`config.mk`:
```
export PLATFORM = sky130hd
export DESIGN_NAME = cpu_run_ctrl
export DESIGN_NICKNAME = d
export VERILOG_FILES = /design/src/rtl/cpu_run_ctrl.sv
export SDC_FILE = /design/constraint.sdc
export NUM_CORES = 1
export LEC_CHECK = 0
export BUFFER_PORTS_ARGS = -buffer_cell sky130_fd_sc_hd__buf_4
export CORE_UTILIZATION = 47
export CTS_CLUSTER_SIZE = 8
export DETAILED_ROUTE_END_ITERATION = 10
export PLACE_DENSITY = 0.76
export SLEW_MARGIN = 20
export SYNTH_ARGS = -nofsm -noshare
export SYNTH_HDL_FRONTEND = slang
export SYNTH_SLANG_ARGS = --single-unit
```
`constraint.sdc`:
```
create_clock -name clk -period 2 [get_ports clk]
set_input_delay 0.3 -clock clk [delete_from_list [all_inputs] [get_ports clk]]
set_output_delay 0.3 -clock clk [all_outputs]
set_load 0.005 [all_outputs]
```
`src/rtl/cpu_run_ctrl.sv`:
```
// -----------------------------------------------------------------------------
// cpu_run_ctrl
// Run/load controller for the 1-bit CPU. It owns the CPU's bit-wide program
// memory and gives the host write access while in LOAD and the CPU fetch
// access otherwise. It sequences the CPU reset and clock-enable to provide
// HALT, RUN and single-STEP operation, and counts the cycles the CPU executes.
//
// Ports
//   clk        clock, all logic on the rising edge
//   n_rst      synchronous reset, active-high
//   cmd_valid  command strobe
//   cmd        0=HALT 1=RUN 2=STEP 3=LOAD
//   cmd_ready  command accepted when cmd_valid && cmd_ready
//   wr_valid   host program-write request
//   wr_ready   high only in LOAD
//   wr_addr    program write address
//   wr_data    program write bit
//   cpu_addr   fetch address from the CPU
//   cpu_data   mem[cpu_addr], combinational read
//   cpu_rst    registered active-high reset to the CPU
//   cpu_en     registered CPU clock-enable
//   busy       high in RST, RUN or STEP
//   cycle_cnt  saturating count of cpu_en cycles since the last RST
// -----------------------------------------------------------------------------
module cpu_run_ctrl #(
    parameter int unsigned ADDR_W  = 1,
    parameter int unsigned RST_CYC = 2,
    parameter int unsigned CNT_W   = 8
) (
    input  logic              clk,
    input  logic              n_rst,
    input  logic              cmd_valid,
    input  logic [1:0]        cmd,
    output logic              cmd_ready,
    input  logic              wr_valid,
    output logic              wr_ready,
    input  logic [ADDR_W-1:0] wr_addr,
    input  logic              wr_data,
    input  logic [ADDR_W-1:0] cpu_addr,
    output logic              cpu_data,
    output logic              cpu_rst,
    output logic              cpu_en,
    output logic              busy,
    output logic [CNT_W-1:0]  cycle_cnt
);

    localparam int unsigned DEPTH = 1 << ADDR_W;
    localparam int unsigned RC_W  = (RST_CYC > 1) ? $clog2(RST_CYC) : 1;

    localparam logic [RC_W-1:0]  RST_LAST = RC_W'(RST_CYC - 1);
    localparam logic [CNT_W-1:0] CNT_MAX  = {CNT_W{1'b1}};

    localparam logic [1:0] CMD_HALT = 2'd0;
    localparam logic [1:0] CMD_RUN  = 2'd1;
    localparam logic [1:0] CMD_STEP = 2'd2;
    localparam logic [1:0] CMD_LOAD = 2'd3;

    typedef enum logic [2:0] {
        StIdle,
        StLoad,
        StRst,
        StRun,
        StStep
    } state_e;

    state_e             state_q, state_d;
    logic               tgt_step_q, tgt_step_d;   // state to enter after RST: 1=STEP, 0=RUN
    logic               started_q, started_d;     // CPU has been reset since the last load
    logic [RC_W-1:0]    rst_cnt_q, rst_cnt_d;
    logic [CNT_W-1:0]   cnt_q, cnt_d;
    logic               cpu_rst_q, cpu_rst_d;
    logic               cpu_en_q, cpu_en_d;
    logic [DEPTH-1:0]   mem_q;

    logic               cmd_go;
    logic               mem_we;
    logic               rst_entry;

    // ------------------------------------------------------------------
    // Handshake and status outputs, decoded from the current state
    // ------------------------------------------------------------------
    always_comb begin
        cmd_ready = 1'b0;
        wr_ready  = 1'b0;
        busy      = 1'b0;
        unique case (state_q)
            StIdle: cmd_ready = 1'b1;
            StLoad: begin
                cmd_ready = 1'b1;
                wr_ready  = 1'b1;
            end
            StRst:  busy = 1'b1;
            StRun: begin
                cmd_ready = 1'b1;
                busy      = 1'b1;
            end
            StStep: busy = 1'b1;
            default: ;
        endcase
    end

    assign cmd_go    = cmd_valid && cmd_ready;
    assign mem_we    = wr_valid && wr_ready;
    assign cpu_data  = mem_q[cpu_addr];
    assign cpu_rst   = cpu_rst_q;
    assign cpu_en    = cpu_en_q;
    assign cycle_cnt = cnt_q;

    // ------------------------------------------------------------------
    // Next-state logic
    // ------------------------------------------------------------------
    always_comb begin
        state_d    = state_q;
        tgt_step_d = tgt_step_q;
        started_d  = started_q;
        rst_cnt_d  = rst_cnt_q;

        unique case (state_q)
            StIdle: begin
                if (cmd_go) begin
                    case (cmd)
                        CMD_LOAD: state_d = StLoad;
                        CMD_RUN: begin
                            state_d    = StRst;
                            tgt_step_d = 1'b0;
                            rst_cnt_d  = '0;
                        end
                        CMD_STEP: begin
                            // A CPU that was already reset steps directly.
                            if (started_q) begin
                                state_d = StStep;
                            end else begin
                                state_d    = StRst;
                                tgt_step_d = 1'b1;
                                rst_cnt_d  = '0;
                            end
                        end
                        default: ;
                    endcase
                end
            end

            StLoad: begin
                if (cmd_go && cmd != CMD_LOAD) begin
                    // New program contents invalidate the CPU's state.
                    started_d = 1'b0;
                    case (cmd)
                        CMD_HALT: state_d = StIdle;
                        CMD_RUN: begin
                            state_d    = StRst;
                            tgt_step_d = 1'b0;
                            rst_cnt_d  = '0;
                        end
                        default: begin
                            state_d    = StRst;
                            tgt_step_d = 1'b1;
                            rst_cnt_d  = '0;
                        end
                    endcase
                end
            end

            StRst: begin
                if (rst_cnt_q == RST_LAST) begin
                    state_d   = tgt_step_q ? StStep : StRun;
                    started_d = 1'b1;
                end else begin
                    rst_cnt_d = rst_cnt_q + RC_W'(1);
                end
            end

            StRun: begin
                // Only HALT has an effect while running.
                if (cmd_go && cmd == CMD_HALT) begin
                    state_d = StIdle;
                end
            end

            StStep: state_d = StIdle;

            default: state_d = StIdle;
        endcase
    end

    assign rst_entry = (state_d == StRst) && (state_q != StRst);

    // ------------------------------------------------------------------
    // Registered CPU controls follow the next state so they line up with it
    // ------------------------------------------------------------------
    always_comb begin
        cpu_rst_d = 1'b0;
        cpu_en_d  = 1'b0;
        unique case (state_d)
            StIdle, StLoad: cpu_rst_d = ~started_d;
            StRst:          cpu_rst_d = 1'b1;
            StRun, StStep:  cpu_en_d  = 1'b1;
            default:        cpu_rst_d = 1'b1;
        endcase
    end

    // Executed-cycle counter: cleared on RST entry, saturates at all-ones.
    always_comb begin
        cnt_d = cnt_q;
        if (rst_entry) begin
            cnt_d = '0;
        end else if (cpu_en_q && cnt_q != CNT_MAX) begin
            cnt_d = cnt_q + CNT_W'(1);
        end
    end

    // ------------------------------------------------------------------
    // State registers and program memory
    // ------------------------------------------------------------------
    always_ff @(posedge clk) begin
        if (n_rst) begin
            state_q    <= StIdle;
            tgt_step_q <= 1'b0;
            started_q  <= 1'b0;
            rst_cnt_q  <= '0;
            cnt_q      <= '0;
            cpu_rst_q  <= 1'b1;
            cpu_en_q   <= 1'b0;
            mem_q      <= '0;
        end else begin
            state_q    <= state_d;
            tgt_step_q <= tgt_step_d;
            started_q  <= started_d;
            rst_cnt_q  <= rst_cnt_d;
            cnt_q      <= cnt_d;
            cpu_rst_q  <= cpu_rst_d;
            cpu_en_q   <= cpu_en_d;
            if (mem_we) begin
                mem_q[wr_addr] <= wr_data;
            end
        end
    end

endmodule
```
* Word-level counts from Yosys, hierarchy flattened *
Index checks and enable logic that the tools add are counted.

cells by class
  multipliers = 0
  muxes and demuxes = 35
  order comparisons = 3
  bitwise operators = 1
  shifts and indexed selects = 0
  equal/unequal tests = 19
  $add $sub $neg = 2
  divide/modulo/power cells = 0
  reduce and logical (&&, ||, !) cells = 19

operators with widths
  kind                   number
  $mux W3                6
  $mux W1                17
  $eq A3 B2 Y1 const B   4
  $pmux W1 S2            6
  $pmux W3 S4            1
  $reduce_and A6 Y1      2
  $pmux W3 S3            1
  $add A8 B1 Y8 const B  1
  $ne A2 B2 Y1 const B   4
  $ne A8 B8 Y1 const B   1
  $logic_and A1 B1 Y1    7
  $eq A3 B1 Y1 const B   2
  $eq A3 B3 Y1 const B   2
  $logic_not A3 Y1       2
  $ne A3 B2 Y1 const B   2
  $reduce_or A2 Y1       3
  $reduce_or A3 Y1       2
  $eq A2 B2 Y1 const B   2
  $lt A1 B2 Y1 const B   2
  $ne A3 B3 Y1 const B   1
  $pmux W1 S3            1
  $reduce_bool A3 Y1     1
  $bwmux W2              1
  $eq A2 B1 Y1 const B   1
  other kinds (7)        7

storage, ports and cells
  output and inout port bits = 14
  bits in writable memories = 0
  bits of input ports = 9
  ROM bits = 0
  memories = 0
  bits in latches = 0
  logic and storage cells = 87
  bits in registers = 18

* Longest topological paths before layout *
  depth after elaboration = 10
  mapped depth = 5
  depth with buffers taken out = 5

* Least setup slack after synthesis *
No wires, ideal clock.

  path kind = register to register
  from = register state_q[0]
  to = register rst_cnt_q
  clock period less this slack = 1.541 ns
  stages on the path, launching flop included = 6
  path buffers = 1
  data required time = 1.883 ns
  setup time = 0.117 ns
  arrival time = 1.423 ns
  path slack = 0.459 ns
  path through = dfxtp_1 > buf_4 > nor2b_2 > a211o_1 > or3_4 > a32o_2

between the ends
  longest elaborated chain between the ends = 7
  elaborated cells between the ends (all ways) = 16
  those cells by class = 8 x eq/ne; 2 x mux; 6 x reduce/logical

ends and longest elaborated chain
  item                                        line  text
  from (decl)                                 66    state_e state_q, state_d;
  from (signal assigned)                      216   state_q <= StIdle;
  from (signal assigned)                      225   state_q <= state_d;
  $eq A3 B2 Y1, or another cell as far along  86    unique case (state_q)
  $reduce_or A3 Y1 (no source line)           n/a
  $mux W1                                     86
  $logic_and A1 B1 Y1                         102   assign cmd_go = cmd_valid && cmd_ready;
  $logic_and A1 B1 Y1                         144   if (cmd_go && cmd != CMD_LOAD) begin
  $ne A2 B2 Y1 (no source line)               n/a
  $reduce_and A6 Y1 (no source line)          n/a
  to (signal assigned)                        228   rst_cnt_q <= rst_cnt_d;
  to (decl)                                   69    logic [RC_W-1:0] rst_cnt_q, rst_cnt_d;

Parallel ways exist; a longest one is shown, timed or not.
A chain may end at the register's enable or synchronous reset.

* Worst setup path after layout *
  from = register state_q[2]
  to = output busy

between the ends
  longest elaborated chain between the ends = 3
  elaborated cells between the ends (all ways) = 5
  those cells by class = 3 x eq/ne; 1 x mux; 1 x reduce/logical

ends and longest elaborated chain
  item                                                 line  text
  $eq A3 B2 Y1 / $eq A3 B3 Y1 (equally long branches)  86
  $reduce_or A3 Y1 (no source line) (*)                n/a
  $mux W1 (*)                                          86
  to (decl)                                            43    output logic busy,

Mark *: on every way between the ends. The rest lies on a longest branch, timed or not.

==> reports/results.ini <==
[sta]
fmax_mhz = 548
rsz0062_at_grt = no
finalCritPeriodShare = 0.912
slew_headroom = 0.696
hold_viol_final = 0
fin_tns_setup_ns = 0
tightest_slew_ns = 0.455
fin_worst_skew_ns = 0.00416
final.min_clock_period_ns = 1.82
drv_slew = 0
setup_viol = 0

[job]
cap_violations = 0

[synth]
synth_flop_cell = dfxtp_1
synth_most_common_cell = dfxtp_1
synth_compound_area_frac = 0.174
synthSimpleGateAreaFrac = 0.283
netlist_area_um2 = 958
synthCells = 105
ys_seq_area_frac = 0.376
synth_fa_ha_area_frac = 0.0131
synth-xor-area-share = 0.0183
synth.ff_latch_count = 18
synthTopCellsByCount = dfxtp_1 (18), nor3_1 (11), mux2i_1 (7), o21ai_0 (7)
syn_nets = 115
yosys.cell_types.count = 37
synth_top_family_by_area = simple AND/OR/NAND/NOR gates
synth-edff-count = 0
synth_top_cell_area_share = 0.376
yosys-top-cells-area = dfxtp_1 (38%), mux2i_1 (7.3%), nor3_1 (5.7%)
synthMuxAreaShare = 0.0849
synth_top_area_cell = dfxtp_1
synthArstFlopShare = 0
syn_avg_cell_area_um2 = 9.13
yosysWarnings = 0

[drt]
vias = 875
ant_nets = 0
dr.pass1.iters = 4
wl_um = 2110
vias_per_cell = 5.72
drc = 0
drt_iter0_markers = 27
wire_per_inst_um = 13.8

[placed_design]
hpwl_um = 1490
portBuffers = 22
gp_congestion = 0.893

[cts]
cts.hold.buffers_added = 0
cts_num_sinks = 18
cts_resized = 0
post-cts-setup-buffers = 0
clk_path_buf_depth = 2
clock_latency_ns = 0.30
cts_buffers = 3
cts-root-buf = clkbuf_4
cts_tree = done
cts_max_level = 1
cts.clk_slew.worst_paths_ns = 0.11

[layout]
regArea_um2 = 360
fillerInstances = 165
final_layout_size_suffix_gt1_frac = 0.281
n_antenna_cell = 0
multi_input_area_um2 = 549
area_growth_pct = 22.3
nets = 139

[pwr]
powerDensity_nw_per_um2 = 630
p_total_uw = 738
p_leak_uw = 0.000501
ir_worst_vdd_mv = 0.369

[floorplan]
chipHeight_um = 47.2
coreArea_um2 = 1820
num_io_pins = 23
rows = 15
initial_utilization = 0.526
dieArea_um2 = 2220
die_x_um = 47.2

[global_route]
grt_overflow = 0
grt_use_total = 0.218
antenna_found_initial = 0
grt_start_max_net_pins = 16
grt_pass1_vias = 749
grt_pass1_wl_um = 3310

[worst_setup_path]
crit_path_start_kind = flip-flop
crit_required_ns = 1.70
cp_max_fo = 9
endpoint_kind = output pin
reg2regPathDepth = 4
critPathArrivalTime_ns = 1.52
crit_type = reg -> out

[outcome]
status = complete, no violations

[worst_hold_path]
whs_path_depth = 3
min_path_type = in -> reg

-- report_power, final --
group          internal [µW]  switching, µW  total, µW
clock                    111            116        227
sequential               372           20.4        393
combinational           60.6           57.9        118
total                    544            194        738
-- critical path: stages, from the launching register on --
cell and delay [ns]:
dfxtp_1 0.51, inv_1 0.10, or3_1 0.38, o21ai_0 0.10, buf_4 0.14
-- metrics by stage --
stage	cell area, µm²	setup slack [ns]	cells	hold slack [ns]	util
after floorplan	958	0.459	105	0.379	-
after global placement	1140	0.310	149	0.484	0.624
after detailed placement	1140	0.268	149	0.492	0.624
after CTS	1170	0.181	153	0.233	0.644
after global routing	1170	0.110	153	0.234	0.644
final	1170	0.176	153	0.236	0.644
-- layout make-up --
| type | instances | area share |
|---|---|---|
| tap | 25 | 0.0267 |
| clock buffer | 4 | 0.0309 |
| inverter | 6 | 0.0192 |
| sequential | 18 | 0.307 |
| multi-input combinational | 77 | 0.469 |
| timing repair buffer | 23 | 0.147 |
-- worst paths after layout --
kind                    from        end  slack (ns)
setup / recovery  state_q[2]       busy        0.18
hold / removal       wr_data   mem_q[1]        0.24
setup reg to reg  state_q[0]  rst_cnt_q        0.23
hold reg to reg     mem_q[1]   mem_q[1]        0.51
-- metal layers --
| layer | vias up | wire length [µm] | share of wire | track usage |
|---|---|---|---|---|
| li1 | 438 | - | - | - |
| met1 | 401 | 952 | 0.45 | 0.290 |
| met2 | 32 | 1010 | 0.48 | 0.342 |
| met3 | 4 | 122 | 0.058 | 0.0346 |
| met4 | 0 | 24 | 0.011 | 0.109 |
| met5 | - | 0 | 0 | 0 |
-- cells by family (layout without fill, tap and decap cells) --
logic type | Yosys count | after routing
and+or+nand+nor | 44 | 44
AOI/OAI and AO/OA | 22 | 22
DFF | 18 | 18
buffers and inverters | 10 | 33
muxes | 8 | 8
xor gates and xnor gates | 2 | 2
adders and majority gates | 1 | 1
-- cell usage in the layout (no fill, tap or decap), types with 2 or more instances in the layout --
cell,count
buf_4,23
dfxtp_1,18
nor3_1,11
o21ai_0,7
mux2i_1,7
inv_1,6
nand3_1,6
nor2_1,4
nand2_1,4
nand4_1,3
o211ai_1,3
a31oi_1,3
clkbuf_4,3
xor2_1,2
nand4b_1,2
a211oi_1,2
a21boi_2,2
nand2b_1,2
and2_1,2
-- registers in the layout (all words and copies together), names as in the netlist --
register,count
state_q,3
cycle_cnt,8
cpu_en,1
cpu_rst,1
tgt_step_q,1
rst_cnt_q,1
mem_q,2
started_q,1
Note: power is estimated with default switching activity, not from simulation.
